## src/rtl/net_domain_link_tdm.sv

```systemverilog
// net_domain_link_tdm: time-multiplexed ring link stage with one private FIFO
// per security domain. Admission is granted to a single domain per slot on a
// free-running schedule, so no domain's traffic can influence another's
// admission, occupancy or latency.
module net_domain_link_tdm #(
    parameter int unsigned p_msg_cnbits  = 41,
    parameter int unsigned p_msg_dnbits  = 32,
    parameter int unsigned p_num_domains = 2,
    parameter int unsigned p_depth       = 2,
    parameter int unsigned p_slot_cycles = 1,
    localparam int unsigned DW = (p_num_domains > 1) ? $clog2(p_num_domains) : 1,
    localparam int unsigned CW = $clog2(p_depth + 1)
) (
    input  logic                                    clk,
    input  logic                                    reset,
    input  logic                                    in_val,
    output logic                                    in_rdy,
    input  logic [DW-1:0]                           in_domain,
    input  logic [p_msg_cnbits-1:0]                 in_msg_control,
    input  logic [p_msg_dnbits-1:0]                 in_msg_data,
    output logic [DW-1:0]                           cur_slot,
    output logic [p_num_domains-1:0]                out_val,
    input  logic [p_num_domains-1:0]                out_rdy,
    output logic [p_num_domains*p_msg_cnbits-1:0]   out_msg_control,
    output logic [p_num_domains*p_msg_dnbits-1:0]   out_msg_data,
    output logic [p_num_domains*CW-1:0]             num_free
);

    localparam int unsigned N     = p_num_domains;
    localparam int unsigned C     = p_msg_cnbits;
    localparam int unsigned D     = p_msg_dnbits;
    localparam int unsigned MW    = C + D;
    localparam int unsigned PW    = $clog2(p_depth);
    localparam int unsigned CYC_W = (p_slot_cycles > 1) ? $clog2(p_slot_cycles) : 1;

    localparam logic [CW-1:0]    FULL_CNT  = CW'(p_depth);
    localparam logic [CYC_W-1:0] LAST_CYC  = CYC_W'(p_slot_cycles - 1);
    localparam logic [DW-1:0]    LAST_SLOT = DW'(p_num_domains - 1);

    // Slot schedule state
    logic [CYC_W-1:0] cyc_q, cyc_d;
    logic [DW-1:0]    cur_slot_q, cur_slot_d;

    // Per-domain FIFO state
    logic [CW-1:0] count_q  [N];
    logic [CW-1:0] count_d  [N];
    logic [PW-1:0] rd_ptr_q [N];
    logic [PW-1:0] rd_ptr_d [N];
    logic [PW-1:0] wr_ptr_q [N];
    logic [PW-1:0] wr_ptr_d [N];
    logic [MW-1:0] mem_q    [N][p_depth];
    logic [MW-1:0] mem_d    [N][p_depth];

    logic          slot_full_c;
    logic          enq_c;
    logic [N-1:0]  enq_vec_c;
    logic [N-1:0]  deq_vec_c;

    assign cur_slot = cur_slot_q;

    // Admission: only the slot owner may enter, and never into a full FIFO
    assign slot_full_c = (count_q[cur_slot_q] == FULL_CNT);
    assign in_rdy      = reset && (in_domain == cur_slot_q) && !slot_full_c;
    assign enq_c       = in_val && in_rdy;

    // Free-running slot counter, independent of traffic
    always_comb begin
        cyc_d      = cyc_q;
        cur_slot_d = cur_slot_q;
        if (cyc_q == LAST_CYC) begin
            cyc_d      = '0;
            cur_slot_d = (cur_slot_q == LAST_SLOT) ? '0 : cur_slot_q + DW'(1);
        end else begin
            cyc_d = cyc_q + CYC_W'(1);
        end
    end

    // Per-domain push/pop strobes
    always_comb begin
        enq_vec_c = '0;
        deq_vec_c = '0;
        for (int d = 0; d < N; d++) begin
            enq_vec_c[d] = enq_c && (cur_slot_q == DW'(d));
            deq_vec_c[d] = (count_q[d] != '0) && out_rdy[d];
        end
    end

    // FIFO next state: write at tail, pop at head, track occupancy
    always_comb begin
        for (int d = 0; d < N; d++) begin
            count_d[d]  = count_q[d];
            rd_ptr_d[d] = rd_ptr_q[d];
            wr_ptr_d[d] = wr_ptr_q[d];
            for (int e = 0; e < p_depth; e++) begin
                mem_d[d][e] = mem_q[d][e];
            end
        end
        for (int d = 0; d < N; d++) begin
            if (enq_vec_c[d]) begin
                mem_d[d][wr_ptr_q[d]] = {in_msg_control, in_msg_data};
                wr_ptr_d[d]           = wr_ptr_q[d] + PW'(1);
            end
            if (deq_vec_c[d]) begin
                rd_ptr_d[d] = rd_ptr_q[d] + PW'(1);
            end
            if (enq_vec_c[d] && !deq_vec_c[d]) begin
                count_d[d] = count_q[d] + CW'(1);
            end else if (!enq_vec_c[d] && deq_vec_c[d]) begin
                count_d[d] = count_q[d] - CW'(1);
            end
        end
    end

    // Outputs from registered state only; empty FIFOs present a zero payload
    always_comb begin
        out_val         = '0;
        out_msg_control = '0;
        out_msg_data    = '0;
        num_free        = '0;
        for (int d = 0; d < N; d++) begin
            out_val[d] = (count_q[d] != '0);
            if (count_q[d] != '0) begin
                out_msg_control[d*C +: C] = mem_q[d][rd_ptr_q[d]][MW-1 -: C];
                out_msg_data[d*D +: D]    = mem_q[d][rd_ptr_q[d]][D-1:0];
            end
            num_free[d*CW +: CW] = FULL_CNT - count_q[d];
        end
    end

    // State registers; reset discards all queued traffic and storage
    always_ff @(posedge clk or negedge reset) begin
        if (!reset) begin
            cyc_q      <= '0;
            cur_slot_q <= '0;
            for (int d = 0; d < N; d++) begin
                count_q[d]  <= '0;
                rd_ptr_q[d] <= '0;
                wr_ptr_q[d] <= '0;
                for (int e = 0; e < p_depth; e++) begin
                    mem_q[d][e] <= '0;
                end
            end
        end else begin
            cyc_q      <= cyc_d;
            cur_slot_q <= cur_slot_d;
            for (int d = 0; d < N; d++) begin
                count_q[d]  <= count_d[d];
                rd_ptr_q[d] <= rd_ptr_d[d];
                wr_ptr_q[d] <= wr_ptr_d[d];
                for (int e = 0; e < p_depth; e++) begin
                    mem_q[d][e] <= mem_d[d][e];
                end
            end
        end
    end

endmodule
```

## config.mk

```make
export PLATFORM = sky130hd
export DESIGN_NAME = net_domain_link_tdm
export DESIGN_NICKNAME = d
export VERILOG_FILES = /design/src/rtl/net_domain_link_tdm.sv
export SDC_FILE = /design/constraint.sdc
export NUM_CORES = 1
export LEC_CHECK = 0
export CAP_MARGIN = 20
export CORE_AREA = 2 2 164 166
export DETAILED_ROUTE_END_ITERATION = 10
export DIE_AREA = 0 0 166 168
export PLACE_DENSITY = 0.87
export SYNTH_ARGS = -nofsm -noshare
export SYNTH_HDL_FRONTEND = slang
export SYNTH_SLANG_ARGS = --single-unit
```

## constraint.sdc

```tcl
create_clock -name clk -period 2.5 [get_ports clk]
set_input_delay 0.25 -clock clk [delete_from_list [all_inputs] [get_ports clk]]
set_output_delay 0.25 -clock clk [all_outputs]
set_load 0.02 [all_outputs]
```

======== Word-level counts from Yosys, hierarchy flattened ========
Index checks and enable logic that the tools add are counted.
cells by class
  equal/unequal tests ..................... 2
  muxes and demuxes ....................... 25
  bitwise logic cells ..................... 6
  add/sub/neg operators ................... 12
  reduce and logical (&&, ||, !) cells .... 22
  $lt $le $gt $ge ......................... 7
operator list
  operator               number
  $mux W73               8
  $bwmux W146            2
  $demux W73 S1          2
  $mux W41               2
  $mux W32               2
  $mux W2                7
  $logic_and A1 B1 Y1    13
  $ge A2 B2 Y1 const B   5
  $not A1 Y2             5
  $reduce_bool A2 Y1     4
  $add A1 B1 Y1 const B  6
  $logic_not A1 Y1       5
  $add A2 B1 Y2 const B  2
  $lt A2 B1 Y1 const B   2
  $sub A2 B1 Y2 const B  2
  $sub A2 B2 Y2 const A  2
  $eq A2 B2 Y1 const B   1
  $mux W1                2
  $eq A1 B1 Y1           1
  $not A1 Y1             1
word-level totals
  logic and storage cells ................. 86
  bits of input ports ..................... 79
  flip-flop bits (word level) ............. 302

======== Depth between registers and ports, before layout ========
  depth in word-level cells ............... 13
  mapped depth ............................ 8
  mapped depth without buffers ............ 8

======== Least setup slack after synthesis ========
Ideal clock, no wire load.
  kind .................................... register to register
  from .................................... reg cur_slot_q (netlist: cur_slot)
  to ...................................... reg mem_q[10] (netlist name)
  path slack .............................. 0.663 ns
  cell stages (with the launch flop) ...... 6
  required time ........................... 2.375 ns
  arrival time ............................ 1.711 ns
  cells stage by stage .................... dfrtp_1 nand2_1 or4b_1 buf_6 buf_6 mux2_4
between the ends
  word-level cells in the longest chain between the ends .. 9
RTL lines
  element                                      line  text
  start: declaration                           42    logic [DW-1:0] cur_slot_q, cur_slot_d;
  start signal: assignment                     145   cur_slot_q <= cur_slot_d;
  $not A1 Y2 (implied by the code)             62    assign slot_full_c = (count_q[cur_slot_q] == FULL_CNT);
  $mux W2 (implied by the code) (3 in series)  62
  $eq A2 B2 Y1                                 62
  $logic_not A1 Y1                             63    assign in_rdy = reset && (in_domain == cur_slot_q) && !slot_full_c;
  $logic_and A1 B1 Y1                          63
  $logic_and A1 B1 Y1                          64    assign enq_c = in_val && in_rdy;
  $logic_and A1 B1 Y1 *                        83    enq_vec_c[d] = enq_c && (cur_slot_q == DW'(d));
  end signal: indexed assignment               151   mem_q[d][e] <= mem_d[d][e];
  end: declaration                             51    logic [MW-1:0] mem_q [N][p_depth];
Every way passes the cells marked *; elsewhere a longest branch is shown, timed or not. The select of a mux whose other input is x is not followed.
A chain may end at the register's enable or synchronous reset.

======== Final worst setup path ========
  from .................................... reg rd_ptr_q[0] (netlist name)
  to ...................................... out out_msg_control[43]
between the ends
  word-level cells in the longest chain between the ends .. 5
RTL lines
  element                           line  text
  start: declaration                47    logic [PW-1:0] rd_ptr_q [N];
  start signal: indexed assignment  148   rd_ptr_q[d] <= rd_ptr_d[d];
  $not A1 Y2 (implied by the code)  123   out_msg_control[d*C +: C] = mem_q[d][rd_ptr_q[d]][MW-1 -: C];
  $mux W73 (3 in series)            -
  $mux W41                          122   if (count_q[d] != '0) begin
  end: declaration                  24    output logic [p_num_domains*p_msg_cnbits-1:0] out_msg_control,
No other way between the ends. The select of a mux whose other input is x is not followed.

==> metrics list <==
- Outcome: complete, no violations
- DIE HEIGHT: 168 um
* Warnings from Yosys: 0
- Of the total synthesized cell area, the portion taken by full adders, half adders and majority gates is 0.00365.
- STA classifies the critical path startpoint as a register.
- The library cell used most frequently in the layout, excluding fill and tap cells, is sky130_fd_sc_hd__dfrtp_1.
- Final routed DRC violation total: 0
- Highest clock frequency the design can meet: 407 MHz
- In this run the static leakage power is 8.74 nW.
- The pre-antenna-repair detailed-routing pass consisted of 4 iterations.
* Area enclosed by the die boundary: 0.0279 mm^2
- CTS placed an instance of sky130_fd_sc_hd__clkbuf_16 at the clock tree root.
- In this run the critical register-to-register path is launched from count_q[0]$_DFFE_PN0P_.
- Summed over all layers, the global routing overflow is 0.
- Fill cells in the final layout number 1,968.
- In the final timing run, aggregate negative setup slack is 0 ns.
- The final route contains 8,632 vias.
* Count of unique library cells instantiated by Yosys: 27
* Fraction of final layout cells with drive strength greater than 1: 0.292
- Insertion delay of the later-clocked pin in the worst-skew pair: 0.55 ns
- Initial antenna violation count: 0
- Worst slew pin tran: 0.843 ns
* Detail Placement HPWL: 19,800 um
- The repair_antennas step left the layout with diodes totalling 0.
* Post-synthesis mux area share: 0.365
- Arrival @ worst endpoint: 2.21 ns
* Cells after synthesis: 992
- Setup violations remaining at the end of the flow were counted as 0.
- Number of global-route vias before repair: 9,368
- The floorplan has 60 rows.
- In this run the most critical hold path is launched from out_rdy[1].
- For this design, the sink count on the clock tree is 301.
- Dividing the synthesized area by the synthesized cell count gives 13.8 um^2.
- The synthesized design contains 301 register bits.
* Number of hold violations in the final report: 0
* Commonest non-fill, non-tap cells in the layout: sky130_fd_sc_hd__dfrtp_1, sky130_fd_sc_hd__mux2_2, sky130_fd_sc_hd__nor2_1
* Max H-tree Level: 1
- Combinational family with the most area after synthesis: multiplexers
- Peak ir drop on the vdd network: 0.970 mV
- The floorplan step set the die width to 166 um.
- The initial utilization of the core area, before any placement, comes to 0.521.
* Setup crit end kind: output port
- Final standard cell area without fillers: 0.0174 mm^2
- Setup repair after global routing could not meet its margin everywhere.
- Max-capacitance violation count: 0
- Depth of the critical timing path with buffers and inverters included: 4
- Count of final max-slew check failures: 0
- Total Routing Usage GR: 0.225
* Post-layout minimum cycle time: 2.46 ns
* Hold crit path type: input pin to register
- Core occupancy in the finished layout: 0.659
* Path depth of the worst reg2reg path: 4
* TritonCTS clock tree: built
- Core Footprint: 0.0264 mm^2
* Critical path's largest stage delay: 0.64 ns
- Maximum number of buffers from clock root to sink: 3
* Worst Slack Setup Final: 0.0437 ns
* Largest net degree at the start of global routing: 159
* Antenna-violating nets left: 0
* Syn_nets: 1,075
- Max transition margin: 0.438
- After the last flow step, the layout net total stands at 1,298.
- Maximum fanout along the worst path: 40
* Cell with the largest stage delay on the worst path: sky130_fd_sc_hd__clkdlybuf4s50_1
* Worst Setup Slack post-DPL: 0.241 ns
- Final weighted congestion of routability-driven global placement: 0.764
- Instance area at placement: 0.0165 mm^2
- Wires add up to 31,600 um.
- First-pass GRT wire length: 50,600 um
* Critical Path RT: 2.25 ns
- The kind of cell with the highest combined delay along the critical path is buffers and inverters.
* Critical path class: register to output port
- Final worst-path cycle share: 0.983
* Post-Route Skew: 0.00985 ns
- Number of stages on the worst hold path: 3
- Number of buffers inserted during clock tree synthesis: 31
- Post-synthesis instance area: 0.0137 mm^2
* Compound-Gate Fraction of Synth Area: 0.000547
- Register clock-pin slew on the reported worst setup and hold paths: 0.06 ns
- In this run the worst setup path begins at rd_ptr_q[0]$_DFFE_PN0P_.
* Register area share after synthesis: 0.549
- After detailed routing, the average wire length per cell comes to 20.0 um.
* Initial drt markers: 448
* Via density per instance: 5.47
- Of the total synthesized cell area, the portion taken by XOR and XNOR cells is 0.00638.
* CP bufs+invs: 2
* Critical-path cell list: buf_12 > mux2i_1 > nor2_1 > clkdlybuf4s50_1
- Pwr/cell area: 1400 mW/mm^2
* Syn-to-layout area delta: 26.5%
- Of the total synthesized cell area, the portion taken by AND, OR, NAND and NOR gates is 0.0481.
- Port buffer count: 232
* Boundary pin count: 233
- Post-Route Hold Slack: 0.347 ns
## worst register-to-register path, cell delays in order, from the launching register on
cell and delay (ns):
sky130_fd_sc_hd__dfrtp_1 0.44, sky130_fd_sc_hd__nor2b_1 0.42, sky130_fd_sc_hd__or4b_4 0.24, sky130_fd_sc_hd__buf_12 0.47, sky130_fd_sc_hd__mux2_2 0.46
## Yosys cell counts, drive strengths merged
master    n  area (um^2)
dfrtp   301         7530
mux2    292         3550
nor2    149          559
mux2i   146         1460
buf      50          285
clkbuf   14         52.6
inv      10         37.5
xnor2     7         61.3
nand2     5         18.8
ha        4         50.1
xor2      3         26.3
a21boi    1         7.51
and2      1         6.26
and4b     1         10.0
nand2b    1         6.26
nand3     1         5.00
nand4     1         6.26
nor2b     1         6.26
nor3      1         5.00
nor4      1         21.3
or2       1         6.26
or4b      1         10.0
## state kept, by name (all words and copies together) (netlist names)
register  cells
wr_ptr_q      2
count_q       4
cur_slot      1
mem_q       292
rd_ptr_q      2
## cell families (layout without fill, tap and decap cells)
| family | Yosys count | in the layout |
|---|---|---|
| fa+ha+maj | 4 | 4 |
| simple gates | 164 | 164 |
| flops | 301 | 301 |
| mux | 438 | 438 |
| buf+inv | 74 | 320 |
| compound gates | 1 | 1 |
| xor+xnor | 10 | 10 |
## area by class of cell
type                       count  area (um^2)  share of cell area
clock inverter                10         78.8             0.00454
timing repair buffer         254         2560               0.147
sequential                   301         7540               0.434
clock buffer                  46          882              0.0508
tap                          341          427              0.0246
multi-input combinational    617         5840               0.336
inverter                      10         37.5             0.00216
## power by group
part	switching [W]	leakage [nW]	internal, W	total (W)
clock	0.00183	0.480	0.00253	0.00436
combinational	0.00616	4.52	0.00549	0.0116
sequential	0.00121	3.74	0.00710	0.00832
## path summary, 6_finish.rpt
kind                                            to  slack (ns)
min in group asynchronous       cur_slot$_DFF_PN0_        0.44
setup reg to reg              mem_q[1]$_DFFE_PN0P_        0.35
max in group asynchronous  rd_ptr_q[1]$_DFFE_PN0P_        1.38
hold reg to reg                 cur_slot$_DFF_PN0_        0.47
setup / recovery               out_msg_control[43]        0.04
hold / removal             rd_ptr_q[0]$_DFFE_PN0P_        0.35
## metrics by stage
stage	cells	power, W
2_1_floorplan	992	0.0156
3_3_place_gp	1521	0.0207
3_5_place_dp	1521	0.0211
4_1_cts	1579	0.0245
5_1_grt	1579	0.0256
6_report	1579	0.0243
## per-layer routing
| layer | wire length (um) | track usage | share of wire | vias to the layer above |
|---|---|---|---|---|
| met5 | 0 | 0 | 0 | - |
| met4 | 500 | 0.0507 | 0.016 | 0 |
| met3 | 1680 | 0.0388 | 0.053 | 36 |
| met2 | 15500 | 0.382 | 0.49 | 229 |
| met1 | 13900 | 0.305 | 0.44 | 4496 |
| li1 | - | - | - | 3871 |
## repair_timing
item / 4_1_cts / 5_1_grt
hold buffers: 1 / 0
gates resized for setup: 142 / 3
gates cloned: 1 / 0
endpoints found under the setup margin: 131 / 6
endpoints found under the hold margin: 301 / 0
buffers inserted: 0 / 0
Power figures use the tool's default switching activity.
